<file path="src/rtl/uart_rx.sv">
// rtl/uart_rx.sv - UART receiver, 8N1 default, oversampled on pulse_rx ticks
//
// Ports:
//   clk        system clock, all logic on posedge
//   rst        asynchronous active-low reset
//   pulse_rx   oversample tick, one clk wide, OVERSAMPLE ticks per bit time
//   rx         serial line, idle high, asynchronous to clk
//   rx_data    last good byte, held until the next good frame
//   rx_val     1-clk strobe, rx_data updated this cycle
//   frame_err  1-clk strobe, stop bit sampled 0 and the byte was discarded
//   busy       high while a frame or the post-error line-low wait is in progress
//
// Optional feature macro: UART_RX_MAJORITY_EN
//   defined   - each decision uses a 2-of-3 majority over the last three ticks
//   undefined - each decision uses the single rx_s value at the decision tick

module uart_rx #(
    parameter int OVERSAMPLE = 16,
    parameter int DATA_BITS  = 8
) (
    input  logic                 clk,
    input  logic                 rst,
    input  logic                 pulse_rx,
    input  logic                 rx,
    output logic [DATA_BITS-1:0] rx_data,
    output logic                 rx_val,
    output logic                 frame_err,
    output logic                 busy
);

    localparam int TW = $clog2(OVERSAMPLE);
    localparam int BW = (DATA_BITS > 1) ? $clog2(DATA_BITS) : 1;

    localparam logic [TW-1:0] HALF_M1  = TW'(OVERSAMPLE / 2 - 1);
    localparam logic [TW-1:0] FULL_M1  = TW'(OVERSAMPLE - 1);
    localparam logic [BW-1:0] LAST_BIT = BW'(DATA_BITS - 1);

    typedef enum logic [2:0] {
        IDLE,
        START,
        DATA,
        STOP,
        BREAK
    } state_t;

    state_t               state_q, state_d;
    logic [TW-1:0]        tick_q, tick_d;
    logic [BW-1:0]        bit_q, bit_d;
    logic [DATA_BITS-1:0] shift_q, shift_d;
    logic [DATA_BITS-1:0] data_q, data_d;
    logic                 val_q, val_d;
    logic                 err_q, err_d;

    logic rx_meta, rx_s;
    logic sample;

    // Two-flop synchroniser; resets to the idle-high line level so a reset
    // never looks like a start bit.
    always_ff @(posedge clk or negedge rst) begin
        if (!rst) begin
            rx_meta <= 1'b1;
            rx_s    <= 1'b1;
        end else begin
            rx_meta <= rx;
            rx_s    <= rx_meta;
        end
    end

`ifdef UART_RX_MAJORITY_EN
    // Holds rx_s from the two previous ticks; the live rx_s at the decision
    // tick is the third vote, so the majority covers three consecutive ticks.
    logic [1:0] hist_q;

    always_ff @(posedge clk or negedge rst) begin
        if (!rst) begin
            hist_q <= 2'b11;
        end else if (pulse_rx) begin
            hist_q <= {hist_q[0], rx_s};
        end
    end

    assign sample = (hist_q[1] & hist_q[0]) | (hist_q[1] & rx_s) | (hist_q[0] & rx_s);
`else
    assign sample = rx_s;
`endif

    always_ff @(posedge clk or negedge rst) begin
        if (!rst) begin
            state_q <= IDLE;
            tick_q  <= '0;
            bit_q   <= '0;
            shift_q <= '0;
            data_q  <= '0;
            val_q   <= 1'b0;
            err_q   <= 1'b0;
        end else begin
            state_q <= state_d;
            tick_q  <= tick_d;
            bit_q   <= bit_d;
            shift_q <= shift_d;
            data_q  <= data_d;
            val_q   <= val_d;
            err_q   <= err_d;
        end
    end

    always_comb begin
        state_d = state_q;
        tick_d  = tick_q;
        bit_d   = bit_q;
        shift_d = shift_q;
        data_d  = data_q;
        val_d   = 1'b0;
        err_d   = 1'b0;

        if (pulse_rx) begin
            case (state_q)
                IDLE: begin
                    if (!rx_s) begin
                        tick_d  = '0;
                        state_d = START;
                    end
                end
                START: begin
                    // Half a bit after the falling edge: still low means a real start.
                    if (tick_q == HALF_M1) begin
                        if (!sample) begin
                            tick_d  = '0;
                            bit_d   = '0;
                            state_d = DATA;
                        end else begin
                            state_d = IDLE;
                        end
                    end else begin
                        tick_d = tick_q + TW'(1);
                    end
                end
                DATA: begin
                    if (tick_q == FULL_M1) begin
                        shift_d[bit_q] = sample;
                        tick_d         = '0;
                        if (bit_q == LAST_BIT) begin
                            bit_d   = '0;
                            state_d = STOP;
                        end else begin
                            bit_d = bit_q + BW'(1);
                        end
                    end else begin
                        tick_d = tick_q + TW'(1);
                    end
                end
                STOP: begin
                    // Leaving at mid stop bit leaves half a bit to catch the
                    // next start edge of a back-to-back frame.
                    if (tick_q == FULL_M1) begin
                        tick_d = '0;
                        if (sample) begin
                            data_d  = shift_q;
                            val_d   = 1'b1;
                            state_d = IDLE;
                        end else begin
                            err_d   = 1'b1;
                            state_d = BREAK;
                        end
                    end else begin
                        tick_d = tick_q + TW'(1);
                    end
                end
                BREAK: begin
                    // Wait for the line to return high so a held-low break
                    // is not mistaken for a stream of start bits.
                    if (rx_s) begin
                        state_d = IDLE;
                    end
                end
                default: begin
                    state_d = IDLE;
                end
            endcase
        end
    end

    assign rx_data   = data_q;
    assign rx_val    = val_q;
    assign frame_err = err_q;
    assign busy      = (state_q != IDLE);

endmodule

</file>
<file path="config.mk">
export PLATFORM = sky130hd
export DESIGN_NAME = uart_rx
export DESIGN_NICKNAME = d
export VERILOG_FILES = /design/src/rtl/uart_rx.sv
export SDC_FILE = /design/constraint.sdc
export NUM_CORES = 1
export LEC_CHECK = 0
export CORE_UTILIZATION = 55
export CTS_BUF_LIST = sky130_fd_sc_hd__clkbuf_4
export DETAILED_ROUTE_END_ITERATION = 10
export GPL_TIMING_DRIVEN = 0
export PLACE_DENSITY = 0.83
export SYNTH_ARGS = -nofsm -noshare
export SYNTH_HDL_FRONTEND = slang
export SYNTH_SLANG_ARGS = --single-unit
</file>
<file path="constraint.sdc">
create_clock -name clk -period 2.35 [get_ports clk]
set_input_delay 0.235 -clock clk [delete_from_list [all_inputs] [get_ports clk]]
set_output_delay 0.235 -clock clk [all_outputs]
set_load 0.05 [all_outputs]
</file>
[Word-level counts from Yosys, hierarchy flattened]
Cells that the tools add are included.
Operators by class
  equality and inequality tests: 14
  magnitude comparators: 2
  reduce and logical (&&, ||, !) cells: 11
  multiplexer cells: 29
  add/subtract/negate cells: 2
Operator list (number)
  $mux 3: 11
  $pmux 3 s5: 1
  $ne 2x2->1 const B: 7
  $mux 4: 3
  $pmux 4 s3: 1
  $mux 1: 9
  $bwmux 8: 1
  $reduce_and 7->1: 1
  $eq 3x2->1 const B: 2
  $eq 3x3->1 const B: 2
  $pmux 3 s2: 1
  $reduce_bool 3->1: 2
  $reduce_and 5->1: 1
  $add 4x1->4 const B: 1
  $eq 4x3->1 const B: 1
  $eq 4x4->1 const B: 1
  $lt 3x4->1 const B: 1
  $reduce_and 4->1: 1
  $add 3x1->3 const B: 1
  $demux 1 s3: 1
  $eq 3x1->1 const B: 1
  $ge 3x1->1 const B: 1
  $logic_not 3->1: 1
  $reduce_and 3->1: 1
  other kinds (5): 5
Storage, ports and cells
  output and inout bits: 11
  word-level logic and storage cells: 67
  flip-flop bits (word level): 30

[Longest topological paths before layout]
  depth in word-level cells: 5
  depth in mapped cells: 6
  gate-level depth less buffers: 6

[Worst setup path before layout]
OpenSTA, ideal clock, no wires.
  path type: register to register
  from: register bit_q[1]
  to: register state_q[0]
  period minus slack after synthesis: 1.899 ns
  stages on the path, launching flop included: 7
  arrival time: 1.772 ns
  setup time: 0.127 ns
  setup slack: 0.451 ns
  path through: dfrtp_1 ha_1 ha_1 or4b_1 o311ai_2 nor2_2 mux2_1
On the way
  longest elaborated chain between the ends: 3
Ends and longest elaborated chain
  start: declaration: RTL line 48  | logic [BW-1:0] bit_q, bit_d;
  start signal: assignment: RTL line 99  | bit_q <= bit_d;
  $eq 3x3->1: RTL line 142  | if (bit_q == LAST_BIT) begin
  $ne 2x2->1 (no line)
  $reduce_and 7->1 (no line)
  end signal: assignment: RTL line 97  | state_q <= state_d;
  end: declaration: RTL line 46  | state_t state_q, state_d;
No other way between the ends.
A chain may end at the register's enable or synchronous reset.

[Final worst setup path]
  from: register state_q[0]
  to: output busy
On the way
  longest elaborated chain between the ends: 1
Ends and longest elaborated chain
  $reduce_bool 3->1: RTL line 186  | assign busy = (state_q != IDLE);
  end: declaration: RTL line 28  | output logic busy
No other way between the ends.

==> results_dict.tcl <==
set metrics [dict create \
    skew_ps 12.5 \
    slew_viol_final 0 \
    port_buffers 14 \
    holdWs_ps 327 \
    hold_viol 0 \
    synth.avg_cell_area_um2 12.6 \
    cp-end-kind "output port" \
    min_period_ps 2250 \
    p_sw_share_pct 30.8 \
    root_buffer "clkbuf_4" \
    grt_pass1_wl_um 4080 \
    p_comb_share_pct 23.8 \
    dieHeight_um 53.8 \
    vias 969 \
    firstDrtPassIters 4 \
    slew_headroom_pct 57.7 \
    start_util_pct 59.0 \
    clock_power_share_pct 28.7 \
    first_global_vias 949 \
    final.fill_count 180 \
    wire_per_inst_um 14.3 \
    cts_buffers 5 \
    worst_slew_pin_slew_ps 634 \
    syn_inst 117 \
    worst_setup_path_start_kind "flop" \
    die_area_um2 2890 \
    regArea_um2 753 \
    p_int_w 0.000910 \
    period_share_pct 95.6 \
    syn_nets 124 \
    rows 18 \
    synth_warnings 0 \
    seq_area_frac_synth_pct 51.1 \
    finalNetCount 146 \
    cts_buffer_depth 2 \
    grt_max_degree 31 \
    fmax_mhz 445 \
    routed_via_density 5.73 \
    path_class "reg2out" \
    fin_setup_tns_ps 0 \
    cts_setup_buffers 0 \
    leakage_nw 0.850 \
    core_area_um2 2500 \
    critPathMaxFanout 10 \
    cts_sinks 30 \
    io_pins 15 \
    critPathSlowestCell "clkdlybuf4s50_1" \
    final_common_cell "dfrtp_1" \
    antenna_cells 0 \
    critPathRequiredTime_ps 2120 \
    crit_arrival_ps 2010 \
    netlist_area_um2 1470 \
    drtAntennaViolNets 0 \
    p_seq_share_pct 47.4 \
    dpl.hpwl_um 1720 \
    vdd_ir_drop_max_mv 0.997 \
    gp_congestion 0.821 \
    synth-async-reset-ratio_pct 100 \
    clk_latency_ps 320 \
    cts_max_level 2 \
    ys_ff_latch 30 \
    p_sw_w 0.000405 \
    slowest_delay_ps 700 \
    r2r_setup_slack_ps 280 \
    wl_um 2420 \
    grt_use_total_pct 20.2 \
    antenna_found_initial 0 \
    syn2layout_area_growth_pct 17.2 \
    cts_tree "built" \
    rsz0062_at_grt "no" \
    p_per_area_nw_per_um2 761 \
    synth_edf_count 0 \
    drive_gt1_share_pct 18.7 \
    cap_viol_max_count 0 \
    ys_types 41 \
    multiInputGateArea_um2 657 \
    grt.overflow.total 0 \
    layout_common_cells "dfrtp_1 (28), clkdlybuf4s50_1 (13), mux2_1 (10)" \
    crit_path_cell_trace "buf_2, or3_1, clkdlybuf4s50_1" \
    status "completed" \
    die_x_um 53.8 \
    clkTransAtPathRegs_ps 80 \
    drc_errors 0 \
    hold_class "in2reg" \
    setup_violations 0 \
    first_iter_violations 16 \
    synth_ff_type "dfrtp_1" \
]
[logic make-up (layout without fill, tap and decap cells)]
group | count (synthesis) | after routing | synth area share [%]
adders and majority gates | 3 | 3 | 2.55
muxes | 19 | 19 | 16.5
xor gates and xnor gates | 1 | 1 | 0.594
AOI/OAI and AO/OA | 17 | 17 | 8.74
DFF | 30 | 30 | 51.1
buffers and inverters | 14 | 36 | 4.33
and+or+nand+nor | 33 | 33 | 16.2
[flip-flops by register name, indices dropped and copies added, names as in the netlist, 3 cells and up]
signal and cells:
bit_q 3, tick_q 4, shift_q 8, rx_data 8, state_q 3
[power by group through the flow]
stage          combinational (W)  clock (W)  sequential [W]
4_1_cts                 0.000317   0.000388        0.000622
5_1_grt                 0.000347   0.000407        0.000632
3_3_place_gp            0.000303          0        0.000627
2_1_floorplan           0.000245          0        0.000617
3_5_place_dp            0.000315          0        0.000633
6_report                0.000314   0.000378        0.000624
[metal layers]
metal  track usage, %  up-vias  wire length [um]
met2             32.5       16              1130
li1                 -      471                 -
met4             10.1        0                40
met5                0        -                 0
met3             5.93        6                77
met1             24.5      476              1170
[final cells by class]
cell class,instances,share of cell area [%]
tap,30,2.17
timing repair buffer,15,8.40
inverter,6,1.30
clock inverter,2,1.96
clock buffer,5,2.17
multi-input combinational,73,38.0
sequential,30,43.6
buffer,8,2.39
[worst max-delay path: cells and delay by family (launching register included)]
family | cells | cell delay [ps]
buffers and inverters | 2 | 900
flip-flops | 1 | 430
AND/OR/NAND/NOR | 1 | 370
[path summary, 6_finish.rpt]
| path | start | to | cells past startpoint |
|---|---|---|---|
| worst min-delay path | rx | rx_meta | 1 |
| worst max register to register | bit_q[1] | state_q[0] | 6 |
| worst min register to register | rx_meta | rx_s | 0 |
| worst max-delay path | state_q[0] | busy | 3 |
| min in group asynchronous | rst | bit_q[1] | 2 |
| max in group asynchronous | rst | state_q[0] | 2 |
[metrics by stage]
step	total power (W)	worst slack, ps	cells	area [um2]	util, %
4_1_cts	0.00133	85.0	168	1720	68.9
5_1_grt	0.00139	37.0	169	1730	69.1
6_report	0.00132	104	169	1730	69.1
3_5_place_dp	0.000948	88.8	161	1650	66.1
2_1_floorplan	0.000862	451	117	1470	-
3_3_place_gp	0.000930	104	161	1650	66.1
[cells in the mapped netlist, drive strengths merged (3+ instances only)]
cell type	count	area [um2]
buf	5	30.0
a22o	3	26.3
nand4b	3	26.3
inv	6	22.5
clkbuf	3	11.3
mux2	18	233
dfrtp	28	701
o21ai	4	20.0
nor2	7	28.8
a21o	3	22.5
ha	3	37.5
nand3	6	35.0
[repair_timing]
item                      4_1_cts  5_1_grt
resized for setup               0        0
hold buffers                    0        1
hold endpoints to repair        0       28
(Power assumes the default switching activity.)
